File: src/rtl/auto_range_normalizer.sv
// auto_range_normalizer
//
// Rescales a frame of signed pixels held in a source memory into unsigned
// OUTW-bit pixels written to a destination memory. The black level (min) and
// span (range) either come from the i_min/i_range ports (manual mode) or are
// found by a scan over the frame (auto mode). A restoring divider computes the
// fixed-point gain OMAX/range once per frame. A second pass then streams every
// pixel through a short pipeline that applies (pixel - min) * gain.
//
// Ports
//   i_clk, i_rst         clock, synchronous active-high reset
//   i_start              start pulse, accepted only in IDLE
//   i_mode               0 = manual (i_min/i_range), 1 = auto scan
//   i_min, i_range       manual black level (signed) and span (unsigned)
//   o_rd_valid/o_rd_addr source memory read request
//   i_rd_data            source read data, valid one cycle after o_rd_valid
//   o_wr_valid/o_wr_addr/o_wr_data  destination memory write
//   o_busy               high from the cycle after start until DONE
//   o_done               one-cycle pulse in DONE
//   o_frame_min/max      black level and top of the range used for the frame
//   o_clip_count         number of pixels saturated at OMAX
//   o_dbg_state          current FSM state
//
// Memory handshake: there is no back-pressure. A read request is a single
// cycle with o_rd_valid high; the memory must present the data for that
// address on i_rd_data in the very next cycle. A write is a single cycle with
// o_wr_valid high and must be accepted in that cycle.
module auto_range_normalizer #(
    parameter int DATAW     = 16,
    parameter int DEPTH     = 768,
    parameter int OUTW      = 8,
    parameter int FRACTIONW = 12,
    parameter int MIN_RANGE = 64,
    localparam int ADDRW    = $clog2(DEPTH)
) (
    input  logic                    i_clk,
    input  logic                    i_rst,
    input  logic                    i_start,
    input  logic                    i_mode,
    input  logic signed [DATAW-1:0] i_min,
    input  logic [DATAW-1:0]        i_range,
    output logic                    o_rd_valid,
    output logic [ADDRW-1:0]        o_rd_addr,
    input  logic [DATAW-1:0]        i_rd_data,
    output logic                    o_wr_valid,
    output logic [ADDRW-1:0]        o_wr_addr,
    output logic [OUTW-1:0]         o_wr_data,
    output logic                    o_busy,
    output logic                    o_done,
    output logic [DATAW-1:0]        o_frame_min,
    output logic [DATAW-1:0]        o_frame_max,
    output logic [ADDRW:0]          o_clip_count,
    output logic [2:0]              o_dbg_state
);

    // Quotient width, range width (range of two signed values needs one more
    // bit), product width.
    localparam int QW = OUTW + FRACTIONW;
    localparam int RW = DATAW + 1;
    localparam int PW = RW + QW;
    localparam int CW = $clog2(QW);

    localparam logic [OUTW-1:0]  OMAX    = '1;
    localparam logic [QW-1:0]    DVD     = {OMAX, {FRACTIONW{1'b0}}};
    localparam logic [RW-1:0]    MINR    = RW'(MIN_RANGE);
    localparam logic [ADDRW-1:0] LAST    = ADDRW'(DEPTH - 1);
    localparam logic [DATAW-1:0] POS_MAX = {1'b0, {(DATAW-1){1'b1}}};
    localparam logic [DATAW-1:0] NEG_MIN = {1'b1, {(DATAW-1){1'b0}}};

    typedef enum logic [2:0] {
        S_IDLE   = 3'd0,
        S_SCAN   = 3'd1,
        S_DIVIDE = 3'd2,
        S_NORM   = 3'd3,
        S_DONE   = 3'd4
    } state_t;

    state_t state;

    logic                    mode_q;
    logic signed [DATAW-1:0] min_q;
    logic signed [DATAW-1:0] scan_min;
    logic signed [DATAW-1:0] scan_max;
    logic [RW-1:0]           divisor;

    logic [RW-1:0]           div_rem;
    logic [QW-1:0]           div_dvd;
    logic [QW-1:0]           div_quot;
    logic [CW-1:0]           div_cnt;
    logic [QW-1:0]           scale;

    // Read request delayed by one cycle: aligned with i_rd_data.
    logic                    rd_valid_d;
    logic [ADDRW-1:0]        rd_addr_d;

    // Pipeline stage 1: delta = data - min.
    logic                    s1_valid;
    logic [ADDRW-1:0]        s1_addr;
    logic signed [DATAW+1:0] s1_delta;

    // ------------------------------------------------------------------
    // Combinational helpers
    // ------------------------------------------------------------------
    logic signed [DATAW-1:0] rd_sdata;
    logic signed [DATAW-1:0] scan_min_nx;
    logic signed [DATAW-1:0] scan_max_nx;
    logic [RW-1:0]           scan_span;
    logic [RW-1:0]           scan_range;
    logic [RW-1:0]           man_range;
    logic [RW:0]             rem_sh;
    logic                    rem_ge;
    logic [RW-1:0]           rem_nx;
    logic [QW-1:0]           quot_nx;
    logic signed [DATAW+1:0] delta_nx;
    logic [RW-1:0]           mag;
    logic [PW-1:0]           prod;
    logic [PW-1:0]           prod_shr;
    logic                    sat;
    logic                    neg;
    logic [OUTW-1:0]         wr_data_nx;
    logic                    clip_nx;

    always_comb begin
        rd_sdata    = i_rd_data;
        scan_min_nx = (rd_sdata < scan_min) ? rd_sdata : scan_min;
        scan_max_nx = (rd_sdata > scan_max) ? rd_sdata : scan_max;

        // max >= min always, so the sign-extended difference is a
        // non-negative RW-bit value.
        scan_span   = {scan_max_nx[DATAW-1], scan_max_nx}
                    - {scan_min_nx[DATAW-1], scan_min_nx};
        scan_range  = (scan_span < MINR) ? MINR : scan_span;
        man_range   = ({1'b0, i_range} < MINR) ? MINR : {1'b0, i_range};

        // Restoring divider step. The partial remainder is always below the
        // divisor, so after subtraction it fits back into RW bits.
        rem_sh  = {div_rem, div_dvd[QW-1]};
        rem_ge  = (rem_sh >= {1'b0, divisor});
        rem_nx  = rem_ge ? RW'(rem_sh - {1'b0, divisor}) : rem_sh[RW-1:0];
        quot_nx = {div_quot[QW-2:0], rem_ge};

        delta_nx = {{2{rd_sdata[DATAW-1]}}, rd_sdata}
                 - {{2{min_q[DATAW-1]}}, min_q};

        // Product and fraction drop share the output register stage.
        neg        = s1_delta[DATAW+1];
        mag        = neg ? '0 : s1_delta[DATAW:0];
        prod       = PW'(mag) * PW'(scale);
        prod_shr   = prod >> FRACTIONW;
        sat        = (prod_shr > PW'(OMAX));
        wr_data_nx = neg ? '0 : (sat ? OMAX : prod_shr[OUTW-1:0]);
        clip_nx    = s1_valid && !neg && sat;
    end

    assign o_dbg_state = state;

    // ------------------------------------------------------------------
    // FSM, datapath and registered outputs
    // ------------------------------------------------------------------
    always_ff @(posedge i_clk) begin
        if (i_rst) begin
            state        <= S_IDLE;
            mode_q       <= 1'b0;
            min_q        <= '0;
            scan_min     <= '0;
            scan_max     <= '0;
            divisor      <= MINR;
            div_rem      <= '0;
            div_dvd      <= '0;
            div_quot     <= '0;
            div_cnt      <= '0;
            scale        <= '0;
            rd_valid_d   <= 1'b0;
            rd_addr_d    <= '0;
            s1_valid     <= 1'b0;
            s1_addr      <= '0;
            s1_delta     <= '0;
            o_rd_valid   <= 1'b0;
            o_rd_addr    <= '0;
            o_wr_valid   <= 1'b0;
            o_wr_addr    <= '0;
            o_wr_data    <= '0;
            o_busy       <= 1'b0;
            o_done       <= 1'b0;
            o_frame_min  <= '0;
            o_frame_max  <= '0;
            o_clip_count <= '0;
        end else begin
            o_done     <= 1'b0;
            rd_valid_d <= o_rd_valid;
            rd_addr_d  <= o_rd_addr;
            // Only NORM reads feed the write pipeline; SCAN reads stop here.
            s1_valid   <= rd_valid_d && (state == S_NORM);
            s1_addr    <= rd_addr_d;
            s1_delta   <= delta_nx;
            o_wr_valid <= s1_valid;
            o_wr_addr  <= s1_addr;
            o_wr_data  <= wr_data_nx;
            if (clip_nx) begin
                o_clip_count <= o_clip_count + (ADDRW+1)'(1);
            end

            case (state)
                S_IDLE: begin
                    if (i_start) begin
                        mode_q       <= i_mode;
                        min_q        <= i_min;
                        divisor      <= man_range;
                        o_clip_count <= '0;
                        o_busy       <= 1'b1;
                        scan_min     <= POS_MAX;
                        scan_max     <= NEG_MIN;
                        div_rem      <= '0;
                        div_dvd      <= DVD;
                        div_quot     <= '0;
                        div_cnt      <= '0;
                        if (i_mode) begin
                            state      <= S_SCAN;
                            o_rd_valid <= 1'b1;
                            o_rd_addr  <= '0;
                        end else begin
                            state <= S_DIVIDE;
                        end
                    end
                end

                S_SCAN: begin
                    if (o_rd_valid) begin
                        if (o_rd_addr == LAST) begin
                            o_rd_valid <= 1'b0;
                        end else begin
                            o_rd_addr <= o_rd_addr + ADDRW'(1);
                        end
                    end
                    if (rd_valid_d) begin
                        scan_min <= scan_min_nx;
                        scan_max <= scan_max_nx;
                    end
                    // Data for the last address arrives with no request
                    // outstanding: the scan is complete this cycle.
                    if (rd_valid_d && !o_rd_valid) begin
                        min_q   <= scan_min_nx;
                        divisor <= scan_range;
                        state   <= S_DIVIDE;
                    end
                end

                S_DIVIDE: begin
                    div_rem  <= rem_nx;
                    div_dvd  <= div_dvd << 1;
                    div_quot <= quot_nx;
                    div_cnt  <= div_cnt + CW'(1);
                    if (div_cnt == CW'(QW - 1)) begin
                        scale       <= quot_nx;
                        state       <= S_NORM;
                        o_rd_valid  <= 1'b1;
                        o_rd_addr   <= '0;
                        o_frame_min <= min_q;
                        o_frame_max <= mode_q ? scan_max
                                              : (min_q + divisor[DATAW-1:0]);
                    end
                end

                S_NORM: begin
                    if (o_rd_valid) begin
                        if (o_rd_addr == LAST) begin
                            o_rd_valid <= 1'b0;
                        end else begin
                            o_rd_addr <= o_rd_addr + ADDRW'(1);
                        end
                    end
                    if (o_wr_valid && (o_wr_addr == LAST)) begin
                        state  <= S_DONE;
                        o_done <= 1'b1;
                        o_busy <= 1'b0;
                    end
                end

                S_DONE: begin
                    // A start seen here is deliberately dropped.
                    state <= S_IDLE;
                end

                default: begin
                    state <= S_IDLE;
                end
            endcase
        end
    end

endmodule

File: config.mk
export PLATFORM = sky130hd
export DESIGN_NAME = auto_range_normalizer
export DESIGN_NICKNAME = d
export VERILOG_FILES = /design/src/rtl/auto_range_normalizer.sv
export SDC_FILE = /design/constraint.sdc
export NUM_CORES = 1
export LEC_CHECK = 0
export ABC_CLOCK_PERIOD_IN_PS = 13520
export CORE_ASPECT_RATIO = 1.25
export CORE_MARGIN = 5
export CORE_UTILIZATION = 39
export DETAILED_ROUTE_END_ITERATION = 8
export DONT_BUFFER_PORTS = 1
export GPL_ROUTABILITY_DRIVEN = 0
export PLACE_DENSITY_LB_ADDON = 0.15
export SLEW_MARGIN = 20
export SYNTH_ARGS = -nofsm -noshare
export SYNTH_HDL_FRONTEND = slang
export SYNTH_SLANG_ARGS = --single-unit
File: constraint.sdc
create_clock -name i_clk -period 13.52 [get_ports i_clk]
set_clock_uncertainty 0.05 [all_clocks]
set_input_delay 2.704 -clock i_clk [delete_from_list [all_inputs] [get_ports i_clk]]
set_output_delay 2.704 -clock i_clk [all_outputs]
set_load 0.005 [all_outputs]
==> results of run 1 <==
[state kept, by name (all words and copies together) (netlist names), 17 cells and up]
register and flops:
scale 20, div_quot 19, s1_delta 17, div_rem 17, divisor 17
[final cells by class]
| cell class | count | area share (%) |
|---|---|---|
| multi-input combinational | 2016 | 65.92 |
| tap | 772 | 3.783 |
| clock inverter | 17 | 1.063 |
| timing repair buffer | 30 | 0.8821 |
| clock buffer | 33 | 2.975 |
| antenna | 1 | 0.009802 |
| inverter | 381 | 5.602 |
| sequential | 252 | 19.76 |
[cell usage in the layout (no fill, tap or decap), types with 36 or more instances in the layout]
master	instances
inv_1	381
nand2_1	349
fa_1	254
dfxtp_1	252
ha_1	222
and2_1	167
nor2_1	144
a21oi_1	115
o21ai_0	95
nor2b_1	73
nor3_1	49
a211oi_1	39
a21o_1	37
xnor2_1	36
[per-layer routing]
layer	track usage [%]	up-vias
met5	0	-
met4	7.060	2
met3	3.721	132
met2	36.12	413
met1	23.81	9117
li1	-	9068
[power breakdown]
group          switching (W)  internal, W  total [W]  leakage (nW)
Sequential         0.0000455     0.000784   0.000829          2.05
Clock               0.000323     0.000517   0.000840         0.505
Combinational       0.000376     0.000222   0.000598          9.01
[metrics by stage]
stage	area, um2	power [W]	hold WS, ps	std cells	worst slack, ps
2_1_floorplan	23830	0.001261	363.8	2787	5538
3_3_place_gp	24490	0.001431	366.1	3451	4752
3_5_place_dp	24500	0.001439	372.0	3451	4764
4_1_cts	25530	0.002291	388.2	3501	5149
5_1_grt	25530	0.002389	404.3	3501	4628
6_report	25530	0.002267	385.6	3502	5225
[worst min path at each step]
stage | from | endpoint | slack, ps | cells past startpoint
5_1_grt | s1_addr[4] | o_wr_addr[4] | 400 | 1
3_3_place_gp | rd_addr_d[0] | s1_addr[0] | 370 | 1
3_5_place_dp | rd_addr_d[6] | s1_addr[6] | 370 | 1
2_1_floorplan | s1_addr[0] | o_wr_addr[0] | 360 | 1
6_report | rd_addr_d[7] | s1_addr[7] | 390 | 1
4_1_cts | rd_addr_d[7] | s1_addr[7] | 390 | 1
[worst reg2reg max path, cell delays in order, from the launching register on]
cell and delay, ps:
dfxtp_1 690, nor2b_1 100, buf_4 230, and2_1 200, fa_1 530, inv_1 60, fa_1 520, fa_1 550
inv_1 60, fa_1 470, fa_1 540, inv_1 50, fa_1 520, inv_1 40, ha_1 350, a21o_1 190
a311o_1 370, a21oi_2 280, and3_1 250, a21o_1 190, nor3b_1 200, o21ai_0 120, or4_4 510, nor4_4 510
buf_4 350, o311ai_0 190, o41ai_1 90
[cell families after synthesis]
group,Yosys count
muxes,34
and+or+nand+nor,936
AOI/OAI and AO/OA,504
buffers and inverters,519
adders and majority gates,476
DFF,252
xor gates and xnor gates,66
==> impl_metrics.json, run 1 <==
{
  "avgSynthCellArea_um2": 8.550,
  "boundaryPins": 130,
  "placementRows": 101,
  "syn_nets": 3315,
  "crit_start": "s1_delta[16]",
  "cts_resized": 0,
  "area_delta_synth_final_pct": 7.146,
  "grt_pass1_vias": 19640,
  "drt-wirelength-per-cell_um": 18.98,
  "start_kind": "register",
  "r2r_slack_ps": 5220,
  "synth_mux_area_share_pct": 1.502,
  "yosysTopAreaCellShare_pct": 21.34,
  "drv_slew": 0,
  "critPathArrivalTime_ps": 8700,
  "leakage_nw": 11.57,
  "ir_worst_vdd_mv": 0.1017,
  "grt_pass1_wl_um": 107600,
  "cp_max_fo": 20,
  "synth_compound_area_share_pct": 14.24,
  "io_buffer_count": 0,
  "post-route-drc-count": 0,
  "hold_buffers": 0,
  "coreArea_um2": 60660,
  "netlist_area_um2": 23830,
  "maxSlewHeadroom_pct": 29.80,
  "rsz0062_at_grt": "no",
  "final_antenna_net_count": 0,
  "synthXorXnorAreaFrac_pct": 2.426,
  "wl_met3_um": 3454,
  "cts_buffers": 28,
  "synth_top_area_cell": "fa_1",
  "drt_pass1_iterations": 5,
  "hold_viol_final": 0,
  "r2r-start": "s1_delta[16]",
  "clk_pin_slew_ps": 60,
  "hp-class": "register to register",
  "top_layer_used": "met5",
  "h-tree-depth": 1,
  "setup_viol": 0,
  "drtIter0Drc": 772,
  "clock_sinks": 252,
  "synth_adder_area_share_pct": 33.00,
  "final_util_pct": 42.09,
  "drt_wl_total_um": 66470,
  "clockBufferDepth": 3,
  "yosysSeqAreaShare_pct": 21.17,
  "clock_latency_ps": 580,
  "critical_path_class": "register to register",
  "max-cap-violations": 0,
  "synth_edf_count": 0,
  "tightest_slew_ps": 1049,
  "cts_tree": "done",
  "fp.dieH_um": 286.4,
  "grt_max_degree": 186,
  "synthFlopType": "dfxtp_1",
  "ff_latch_area_um2": 5045,
  "fp.dieArea_um2": 66170,
  "critPathMostFrequentCell": "fa_1",
  "yosysWarnings": 0,
  "synth_top_cells_by_count": "inv_1, nand2_1, fa_1",
  "synthArstFlopShare_pct": 0,
  "drive_gt1_share_pct": 4.141,
  "end_kind": "register",
  "nNetsFinal": 3237,
  "critPathMaxStageDelay_ps": 690,
  "ys_ff_latch": 252,
  "cts_root_buf": "clkbuf_16",
  "ff2ff_path_depth": 26,
  "critPathBufInv": 6,
  "dp.final_hpwl_um": 52670,
  "crit_cells": 26,
  "power_density_nw_per_um2": 88.81,
  "timing.rr.end": "o_clip_count[10]",
  "netlist_instances": 2787,
  "met2_length_um": 33270,
  "viasPerCell": 5.349,
  "tns_ps": 0,
  "synthMostInstantiatedCell": "inv_1",
  "fmax_ghz": 0.1205,
  "cp_slowest_cell": "dfxtp_1",
  "fin_crit_ps": 8295,
  "crit_required_ps": 13930,
  "critPathTopFamily": "adder cells",
  "via_count": 18730,
  "finalCritPeriodShare_pct": 61.36,
  "synthTopCellsByArea": "fa_1, dfxtp_1, ha_1, inv_1, nand2_1",
  "synth_top_family_by_area": "adder cells",
  "n_fill_cell": 6153,
  "track_usage_pct": 20.02,
  "post-cts-setup-buffers": 0,
  "start_util_pct": 39.28,
  "status": "complete, no violations",
  "dieWidth_um": 231.1,
  "met1Wirelength_um": 27110,
  "synth_cell_types": 76,
  "overflow": 0,
  "antenna_found_initial": 2,
  "multi_input_area_um2": 16830,
  "synth-simple-area-share_pct": 19.41,
  "crit_end": "o_clip_count[10]"
}
No activity file was read; power rests on OpenSTA's default activity.
==> inputs of run 2 (changes only) <==
--- a/config.mk
+++ b/config.mk
@@ -5,7 +5,7 @@
 export SDC_FILE = /design/constraint.sdc
 export NUM_CORES = 1
 export LEC_CHECK = 0
-export ABC_CLOCK_PERIOD_IN_PS = 13520
+export ABC_CLOCK_PERIOD_IN_PS = 8600
 export CORE_ASPECT_RATIO = 1.25
 export CORE_MARGIN = 5
 export CORE_UTILIZATION = 39
==> constraint.sdc (replaced) <==
create_clock -name i_clk -period 8.6 [get_ports i_clk]
set_clock_uncertainty 0.05 [all_clocks]
set_input_delay 1.72 -clock i_clk [delete_from_list [all_inputs] [get_ports i_clk]]
set_output_delay 1.72 -clock i_clk [all_outputs]
set_load 0.005 [all_outputs]
==> run 2 against run 1 <==
  * Setup slack worse by 4400 ps
  * Die area is the same
  * Utilization increased by 0.097 points
  * Clock power up 49%
  * Sequential share of layout area hardly changed
  * Clock-buffer cell count is 5 higher
==> impl_metrics.json, run 2 (synthesis gave the netlist of run 1 again) <==
{
  "overflow": 0,
  "fmax_ghz": 0.1288,
  "cts_buffers": 29,
  "top_register": "scale",
  "num_antenna_cells": 0,
  "via_count": 18840,
  "cts_tree": "done",
  "critical_path_class": "register to register",
  "h-tree-depth": 1,
  "reg_top3": "scale x20, div_quot x19",
  "clk_pin_slew_ps": 60,
  "critPathBufInv": 6,
  "setup_viol": 0,
  "crit_required_ps": 9010,
  "stdcell_count": 3518,
  "hp-class": "register to register",
  "grt_pass1_wl_um": 108100,
  "grt_max_degree": 186,
  "post-place-cells": 3467,
  "clock_sinks": 252,
  "leakage_nw": 11.62,
  "final_antenna_net_count": 0,
  "post-route-drc-count": 0,
  "area_delta_synth_final_pct": 7.393,
  "hold_buffers": 0,
  "fp.dieArea_um2": 66170,
  "placementRows": 101,
  "rsz0062_at_grt": "no",
  "power_density_nw_per_um2": 136.8,
  "critPathTopFamily": "adder cells",
  "drt_pass1_iterations": 6,
  "finalCritPeriodShare_pct": 90.29,
  "mostFrequentLayoutCell": "inv_1",
  "drv_slew": 0,
  "design_area_um2": 25590,
  "max-cap-violations": 0,
  "cts_root_buf": "clkbuf_16",
  "tns_ps": 0,
  "boundaryPins": 130,
  "track_usage_pct": 20.17,
  "nNetsFinal": 3254,
  "drtIter0Drc": 945,
  "n_fill_cell": 6157,
  "grt_pass1_vias": 19720,
  "clockBufferDepth": 3,
  "drt_wl_total_um": 66880,
  "finalWorstSetupSlack_ps": 835.4,
  "post-cts-setup-buffers": 0,
  "mostFrequentLayoutCells": "inv_1, nand2_1, fa_1",
  "dp.final_hpwl_um": 52620,
  "dieWidth_um": 231.1,
  "cp_max_fo": 20,
  "clock_latency_ps": 570,
  "status": "complete, no violations",
  "hold_viol_final": 0,
  "viasPerCell": 5.355,
  "drt-wirelength-per-cell_um": 19.01,
  "maxSlewHeadroom_pct": 26.55,
  "ir_worst_vdd_mv": 0.1614,
  "placed_area_um2": 24610,
  "start_kind": "register",
  "final_util_pct": 42.19,
  "end_kind": "register",
  "critPathMaxStageDelay_ps": 580,
  "fin_crit_ps": 7765,
  "fp.dieH_um": 286.4,
  "coreArea_um2": 60660,
  "cp_slowest_cell": "fa_1",
  "antenna_found_initial": 1,
  "start_util_pct": 39.28,
  "pre_cts_slack_ps": 603.7,
  "critPathArrivalTime_ps": 8170,
  "cts_resized": 0,
  "largest_reg_flops": 20,
  "critPathMostFrequentCell": "fa_1",
  "tightest_slew_ps": 1098,
  "io_buffer_count": 0,
  "drive_gt1_share_pct": 4.698
}
[run 2: changes by cell type in the layout (fill, tap and decap cells not counted), sizes merged]
cell	change
clkbuf	+5
bufinv	-4
buf	+16
diode	-1
[run 2: through the flow]
stage                     hold WS [ps]  power [W]
after CTS                        382.4   0.003541
after global placement           368.6   0.002257
after global routing             403.8   0.003697
after detailed placement         372.8   0.002272
after floorplan                  363.8   0.001983
final                            379.2   0.003500
[run 2: area by class of cell]
cell class	count	area, um2	share of cell area [%]
Clock inverter	13	142.6	0.5574
Inverter	381	1430	5.589
Clock buffer	38	829.5	3.242
Multi-Input combinational cell	2016	16830	65.77
Sequential cell	252	5045	19.71
Tap cell	772	965.9	3.775
Timing Repair Buffer	46	345.3	1.350
[run 2: path summary, 6_finish.rpt]
check | startpoint | endpoint | slack [ps] | cells after the start
worst max-delay path | s1_delta[16] | o_clip_count[10] | 840 | 26
worst min-delay path | s1_addr[8] | o_wr_addr[8] | 380 | 1
worst max register to register | s1_delta[16] | o_clip_count[10] | 840 | 26
worst min register to register | s1_addr[8] | o_wr_addr[8] | 380 | 1
[run 2: worst register-to-register path: stages (launching register included)]
cell      delay (ps)
dfxtp_1          320
buf_4            190
nor2b_1          120
buf_4            300
nand2_1          160
fa_1             580
inv_1             50
fa_1             530
fa_1             450
fa_1             520
fa_1             540
inv_1             50
fa_1             520
inv_1             40
ha_1             350
a21o_1           220
a311o_1          310
a21oi_2          270
and3_1           260
a21o_1           190
nor3b_1          180
o21ai_0          130
or4_4            510
nor4_4           260
buf_4            280
o311ai_0         190
o41ai_1           90
[run 2: metal layers]
metal	part of all wire (%)	global-route usage [%]	vias to the layer above
li1	-	-	9085
met2	50	36.72	413
met5	0.010	0	-
met3	4.8	3.186	124
met1	41	24.24	9215
met4	3.7	6.733	2
[run 2: where the power goes]
group | internal, W | switching (W) | leakage (nW)
combinational | 0.000352 | 0.000601 | 9.10
clock | 0.000738 | 0.000509 | 0.480
sequential | 0.00123 | 0.0000670 | 2.05
==> inputs of run 3 (changes only) <==
--- a/config.mk
+++ b/config.mk
@@ -6,6 +6,7 @@
 export NUM_CORES = 1
 export LEC_CHECK = 0
 export ABC_CLOCK_PERIOD_IN_PS = 8600
+export CAP_MARGIN = 5
 export CORE_ASPECT_RATIO = 1.25
 export CORE_MARGIN = 5
 export CORE_UTILIZATION = 39
==> results of run 3 <==
The final DEF is identical to that of run 2; final timing and power are the same.
